`config.mk`:
```
export PLATFORM = sky130hd
export DESIGN_NAME = aes_dec_controller
export DESIGN_NICKNAME = d
export VERILOG_FILES = /design/src/rtl/aes_dec_pkg.sv /design/src/rtl/aes_dec_controller_timer.sv /design/src/rtl/aes_dec_controller.sv
export SDC_FILE = /design/constraint.sdc
export NUM_CORES = 1
export LEC_CHECK = 0
export CAP_MARGIN = 10
export CORE_MARGIN = 2
export CORE_UTILIZATION = 35
export DETAILED_ROUTE_END_ITERATION = 6
export GPL_TIMING_DRIVEN = 1
export PLACE_DENSITY_LB_ADDON = 0.05
export REMOVE_ABC_BUFFERS = 1
export SYNTH_ARGS = -nofsm -noshare
export SYNTH_HDL_FRONTEND = slang
export SYNTH_SLANG_ARGS = --single-unit
```
`constraint.sdc`:
```
create_clock -name clk -period 5.67 [get_ports clk]
set_input_delay 0.8505 -clock clk [delete_from_list [all_inputs] [get_ports clk]]
set_output_delay 0.8505 -clock clk [all_outputs]
set_load 0.02 [all_outputs]
```
`src/rtl/aes_dec_pkg.sv`:
```
// Shared types for the AES-128 inverse-cipher controller: FSM states, state_sel codes
// and the per-state output decode.
package aes_dec_pkg;

  typedef enum logic [2:0] {IDLE, KEXP, ARK, INV, FINAL, DONE} state_t;

  localparam logic [1:0] SEL_ARK   = 2'b00;
  localparam logic [1:0] SEL_FINAL = 2'b01;
  localparam logic [1:0] SEL_ROUND = 2'b10;

  typedef struct packed {
    logic       key_gate;
    logic       state_gate;
    logic       key_src;
    logic       key_dir;
    logic [1:0] state_sel;
    logic [3:0] round;
  } ctl_t;

  // idx is the forward step k in KEXP and the target key index r in INV.
  function automatic ctl_t decode(state_t st, logic [3:0] idx, logic [3:0] nr);
    ctl_t c;
    c = '0;
    case (st)
      KEXP: begin
        c.key_gate = 1'b1;
        c.key_src  = (idx != 4'd1);
        c.key_dir  = 1'b0;
        c.round    = idx;
      end
      ARK: begin
        c.state_gate = 1'b1;
        c.state_sel  = SEL_ARK;
        c.round      = nr;
      end
      INV: begin
        c.key_gate   = 1'b1;
        c.state_gate = 1'b1;
        c.key_src    = 1'b1;
        c.key_dir    = 1'b1;
        c.state_sel  = SEL_ROUND;
        c.round      = idx + 4'd1;
      end
      FINAL: begin
        c.key_gate   = 1'b1;
        c.state_gate = 1'b1;
        c.key_src    = 1'b1;
        c.key_dir    = 1'b1;
        c.state_sel  = SEL_FINAL;
        c.round      = 4'd1;
      end
      default: c = '0;
    endcase
    return c;
  endfunction

endpackage

```
`src/rtl/aes_dec_controller_timer.sv`:
```
// Per-step cycle timer: counts 0..CPS-1 and flags the last cycle of each step.
// step is registered from the next count so it lines up with the counter value.
module aes_step_timer #(
  parameter int CPS = 2
) (
  input  logic clk,
  input  logic reset,
  input  logic clear,
  output logic step
);

  localparam int CW = (CPS > 1) ? $clog2(CPS) : 1;
  localparam logic [CW-1:0] LAST = CW'(CPS - 1);

  logic [CW-1:0] cnt;
  logic [CW-1:0] cnt_nxt;

  always_comb begin
    cnt_nxt = cnt + CW'(1);
    if (clear || (cnt == LAST)) cnt_nxt = '0;
  end

  always_ff @(posedge clk or posedge reset) begin
    if (reset) begin
      cnt  <= '0;
      step <= 1'b0;
    end else begin
      cnt  <= cnt_nxt;
      step <= (cnt_nxt == LAST);
    end
  end

endmodule

```
`src/rtl/aes_dec_controller.sv`:
```
// AES-128 inverse-cipher sequencer: forward key expansion to key NR, then inverse rounds
// with a backwards key walk. Optional busy output under AES_DEC_BUSY_EN.
module aes_dec_controller
  import aes_dec_pkg::*;
#(
  parameter int NR  = 10,
  parameter int CPS = 2
) (
  input  logic       clk,
  input  logic       reset,
  input  logic       load,
  output logic       key_en,
  output logic       key_src,
  output logic       key_dir,
  output logic       state_en,
  output logic [1:0] state_sel,
  output logic [3:0] round,
  output logic       done
`ifdef AES_DEC_BUSY_EN
  ,
  output logic       busy
`endif
);

  localparam logic [3:0] NR4 = 4'(NR);

  state_t     st;
  state_t     st_nxt;
  logic [3:0] idx;
  logic [3:0] idx_nxt;
  logic       step;
  logic       clear;
  ctl_t       ctl;

  // Holding the timer cleared while parked means every run begins at count 0.
  assign clear = (st == IDLE) || (st == DONE);

  aes_step_timer #(.CPS(CPS)) u_timer (
    .clk   (clk),
    .reset (reset),
    .clear (clear),
    .step  (step)
  );

  always_comb begin
    st_nxt  = st;
    idx_nxt = idx;
    case (st)
      IDLE, DONE: begin
        if (load) begin
          st_nxt  = KEXP;
          idx_nxt = 4'd1;
        end
      end
      KEXP: begin
        if (step) begin
          if (idx == NR4) begin
            st_nxt  = ARK;
            idx_nxt = NR4;
          end else begin
            idx_nxt = idx + 4'd1;
          end
        end
      end
      ARK: begin
        if (step) begin
          if (NR4 > 4'd1) begin
            st_nxt  = INV;
            idx_nxt = NR4 - 4'd1;
          end else begin
            st_nxt  = FINAL;
            idx_nxt = 4'd0;
          end
        end
      end
      INV: begin
        if (step) begin
          if (idx == 4'd1) begin
            st_nxt  = FINAL;
            idx_nxt = 4'd0;
          end else begin
            idx_nxt = idx - 4'd1;
          end
        end
      end
      FINAL: begin
        if (step) begin
          st_nxt  = DONE;
          idx_nxt = 4'd0;
        end
      end
      default: begin
        st_nxt  = IDLE;
        idx_nxt = 4'd0;
      end
    endcase
  end

  always_ff @(posedge clk or posedge reset) begin
    if (reset) begin
      st   <= IDLE;
      idx  <= 4'd0;
      ctl  <= '0;
      done <= 1'b0;
`ifdef AES_DEC_BUSY_EN
      busy <= 1'b0;
`endif
    end else begin
      st   <= st_nxt;
      idx  <= idx_nxt;
      ctl  <= decode(st_nxt, idx_nxt, NR4);
      done <= (st_nxt == DONE);
`ifdef AES_DEC_BUSY_EN
      busy <= (st_nxt == KEXP) || (st_nxt == ARK) || (st_nxt == INV) || (st_nxt == FINAL);
`endif
    end
  end

  // Strobes fire only in a step's last cycle; both terms are cleared by reset.
  assign key_en    = ctl.key_gate & step;
  assign state_en  = ctl.state_gate & step;
  assign key_src   = ctl.key_src;
  assign key_dir   = ctl.key_dir;
  assign state_sel = ctl.state_sel;
  assign round     = ctl.round;

endmodule

```
==> summary.txt <==
Synth
  – Post-synth ARST share: 100%
  – Mux cell area share after synthesis: 2.23%
  – Synth unique cells: 51
  – Synth Area in Compound Gates: around 18%
  – Synth Instances: around 160
  – Adder-cell area share of the yosys netlist: ~5.4%
  – Synth top area share: about 34%
  – Yosys warns: 0
  – Seq/Total Area, Yosys: 34.0%
  – Top cells by area, synth: dfrtp_1 (34%), ha_1 (5.4%), buf_4 (4.8%)
  – Synth Flop Type: dfrtp_1
  – Yosys reg bits: 19
  – Post-synth top area cell: dfrtp_1
  – Xor/xnor cell area share of the yosys netlist: between 1 and 1.5%
  – Simple-Gate Fraction of Synth Area: between 20 and 30%
  – Avg Inst Size Synth: roughly 9.0 um^2
  – Post-synth EDFFs: 0
  – Mapped cell area: 0.00140 mm^2
  – Largest family of logic cells by synthesized area: simple AND/OR/NAND/NOR gates

Layout
  – Layout Nets: about 170
  – Final-layout fill cell count: approximately 400
  – Register area: ~480 um^2
  – Final instance area: roughly 0.0015 mm^2
  – Layout cells sized above 1: approximately 11%
  – P&R area growth vs syn: 7.15%
  – Area of the multi-input gates: roughly 730 um^2
  – # diodes: 0

Setup path
  – Worst EP required: just under 6 ns
  – Worst-path maximum fanout: 6
  – CP max stage delay: 0.59 ns
  – Critical path class: in -> reg
  – Sum of buffers and inverters on the critical path: 2
  – Crit path DAT: around 2.9 ns
  – Crit-path slowest cell: clkdlybuf4s50_1
  – CP cell instances: clkdlybuf4s50_1, or4b_1, nand3_1, a21oi_1, a21oi_2, inv_1, ha_1, xor2_1, o32ai_1
  – Worst setup EP type: register
  – Family with the most delay on the worst path: buffers and inverters
  – CP Launch Type: input port

Die
  – Initial Util: a little under two fifths
  – Die height: between 60 and 70 um
  – Ports: 14
  – CORE AREA: around 0.0037 mm^2
  – Num rows: 22
  – Chip width: 67.2 um
  – DIE AREA: 0.00452 mm^2

Routing
  – Average wire per standard cell: approximately 15 um
  – Routed Antenna Nets: 0
  – Number of remaining DRC errors: 0
  – Vias: roughly 1,100
  – DR pass1 iterations: 4
  – Routed vias/inst: between 5 and 6
  – Initial DRC count: 59
  – Total wire length: 3000 um

Timing
  – Tmin final: roughly 2.8 ns
  – RSZ-0062 raised after global routing: no
  – Worst slew pin tran: roughly 0.78 ns
  – Worst rel slew slack: between 40% and 50%
  – Final Hold Vio Count: 0
  – Tcrit/Tclk final: about half
  – Fin. max-slew vios: 0
  – FMAX: approximately 0.36 GHz
  – Setup total negative slack: 0 ns
  – Worst clock skew: roughly 0.0019 ns
  – # setup viols final: 0

Global routing
  – Largest net degree at the start of global routing: 25
  – GR Util All Layers: between 10% and 20%
  – Initial antenna violation count: 0
  – First-pass GRT wire length: just over 5000 um
  – Grt total ovfl: 0
  – Number of global-route vias before repair: around 1,000

Clock network
  – CTS Sinks: 19
  – Worst-path clk slew: roughly 0.070 ns
  – Cts repair resizes: 0
  – # hold bufs at CTS: 0
  – CTS Buf Count: 3
  – CTS tree: done
  – Setup Buffers After CTS: 0
  – Clock latency on the worst-skew pair: about 0.25 ns
  – Clock Tree Buf Depth: 2
  – CTS root buf: clkbuf_8
  – H-tree depth: 1

Power
  – Power Density: around 620 mW/mm^2
  – Lkg Pwr: between 0.6 and 0.7 nW
  – VDD IR max: 0.278 mV
  – Total power draw: just over 900 uW

Placed design
  – Placed Area: between 0.001 and 0.0015 mm^2
  – Final GP Congestion: 0.841
  – Final HPWL DP: around 2200 um
  – IO buf count: 13

Status
  – Status: complete, no violations

Worst hold path
  – Worst hold path type: reg -> reg

Run
  – Maxcap violations: 0
-- synthesized netlist by cell type (2+ instances only) --
cell type / n
a21oi_1: 5
a22oi_1: 2
and2_1: 2
buf_4: 9
buf_6: 6
dfrtp_1: 19
ha_1: 6
inv_1: 13
mux2i_1: 2
nand2_1: 18
nand2b_1: 3
nand3b_1: 2
nor2_1: 11
nor2b_1: 4
nor3_1: 3
nor3b_1: 4
nor4_2: 2
o21a_1: 4
o21ai_0: 4
o21ai_1: 2
o21bai_1: 2
o22ai_1: 2
o32ai_1: 2
xor2_1: 2
-- worst register-to-register path, stage by stage (launching register included) --
cell and delay [ns]:
dfrtp_1 0.77, o21ba_2 0.25, o22ai_1 0.26, nor4_2 0.10, nor3_2 0.34, inv_1 0.15
ha_1 0.23, xor2_1 0.15, o32ai_1 0.10
-- area by class of cell --
class	count	area share, %
multi-input combinational	106	48.5
sequential	19	31.7
timing repair buffer	13	8.67
inverter	16	4.09
tap	48	4.00
clock buffer	4	3.00
-- kinds of logic after synthesis --
group           count (synthesis)
fa+ha+maj                       6
mux                             3
flops                          19
xor+xnor                        2
simple gates                   61
buf+inv                        31
compound gates                 34
-- report_power, final --
part / switching (mW) / internal (mW) / total (mW)
sequential: 0.0949 / 0.191 / 0.286
combinational: 0.301 / 0.255 / 0.555
clock: 0.0406 / 0.0498 / 0.0904
-- layout by cell type, fill, tap and decap left out, types with 2 or more instances in the layout --
cell type,netlist,final
ha_1,6,6
nor3_1,3,3
mux2i_1,2,2
o22ai_1,2,2
xor2_1,2,2
o21ai_0,4,4
clkdlybuf4s50_1,0,13
and2_1,2,2
nor2_1,11,11
o21bai_1,2,2
inv_1,13,13
a22oi_1,2,2
nand2b_1,3,3
clkbuf_8,0,3
nor2b_1,4,4
a21oi_1,5,5
dfrtp_1,19,19
o32ai_1,2,2
nor4_2,2,2
nand2_1,18,18
o21ai_1,2,2
nand3b_1,2,2
nor3b_1,4,4
o21a_1,4,4
-- metal layers --
metal / track usage (%) / part of all wire, % / up-vias
met5: 0 / 0 / -
met4: 3.06 / 0.57 / 0
met3: 3.00 / 3.0 / 2
met2: 22.8 / 44 / 11
met1: 22.3 / 52 / 524
li1: - / - / 529
-- path summary, 6_finish.rpt --
| kind | to | start | cells past startpoint | slack (ns) |
|---|---|---|---|---|
| max | round[2]$_DFF_PP0_ | load | 9 | 2.87 |
| min | u_timer.step$_DFF_PP0_ | u_timer.step$_DFF_PP0_ | 1 | 0.77 |
| max reg2reg | round[2]$_DFF_PP0_ | st[2]$_DFF_PP0_ | 8 | 3.17 |
| min reg2reg | u_timer.step$_DFF_PP0_ | u_timer.step$_DFF_PP0_ | 1 | 0.77 |
| max in group asynchronous | st[2]$_DFF_PP0_ | reset | 2 | 4.20 |
| min in group asynchronous | key_dir$_DFF_PP0_ | reset | 2 | 1.02 |
-- registers in the layout, indices dropped and copies added (netlist names) --
name and count:
state_sel 2, u_timer.step 1, key_dir 1, ctl 2, idx 4, st 3, round 4, done 1
key_src 1
-- per-stage QoR --
step | hold slack, ns | utilization (%) | cells | setup WS, ns
global placement | 0.755 | 38.9 | 202 | 2.66
CTS | 0.776 | 40.1 | 206 | 2.87
floorplan | 0.626 | - | 141 | 3.40
finish | 0.766 | 40.1 | 206 | 2.87
detailed placement | 0.755 | 38.9 | 202 | 2.61
global route | 0.811 | 40.1 | 206 | 2.73
Power figures use the tool's default switching activity.
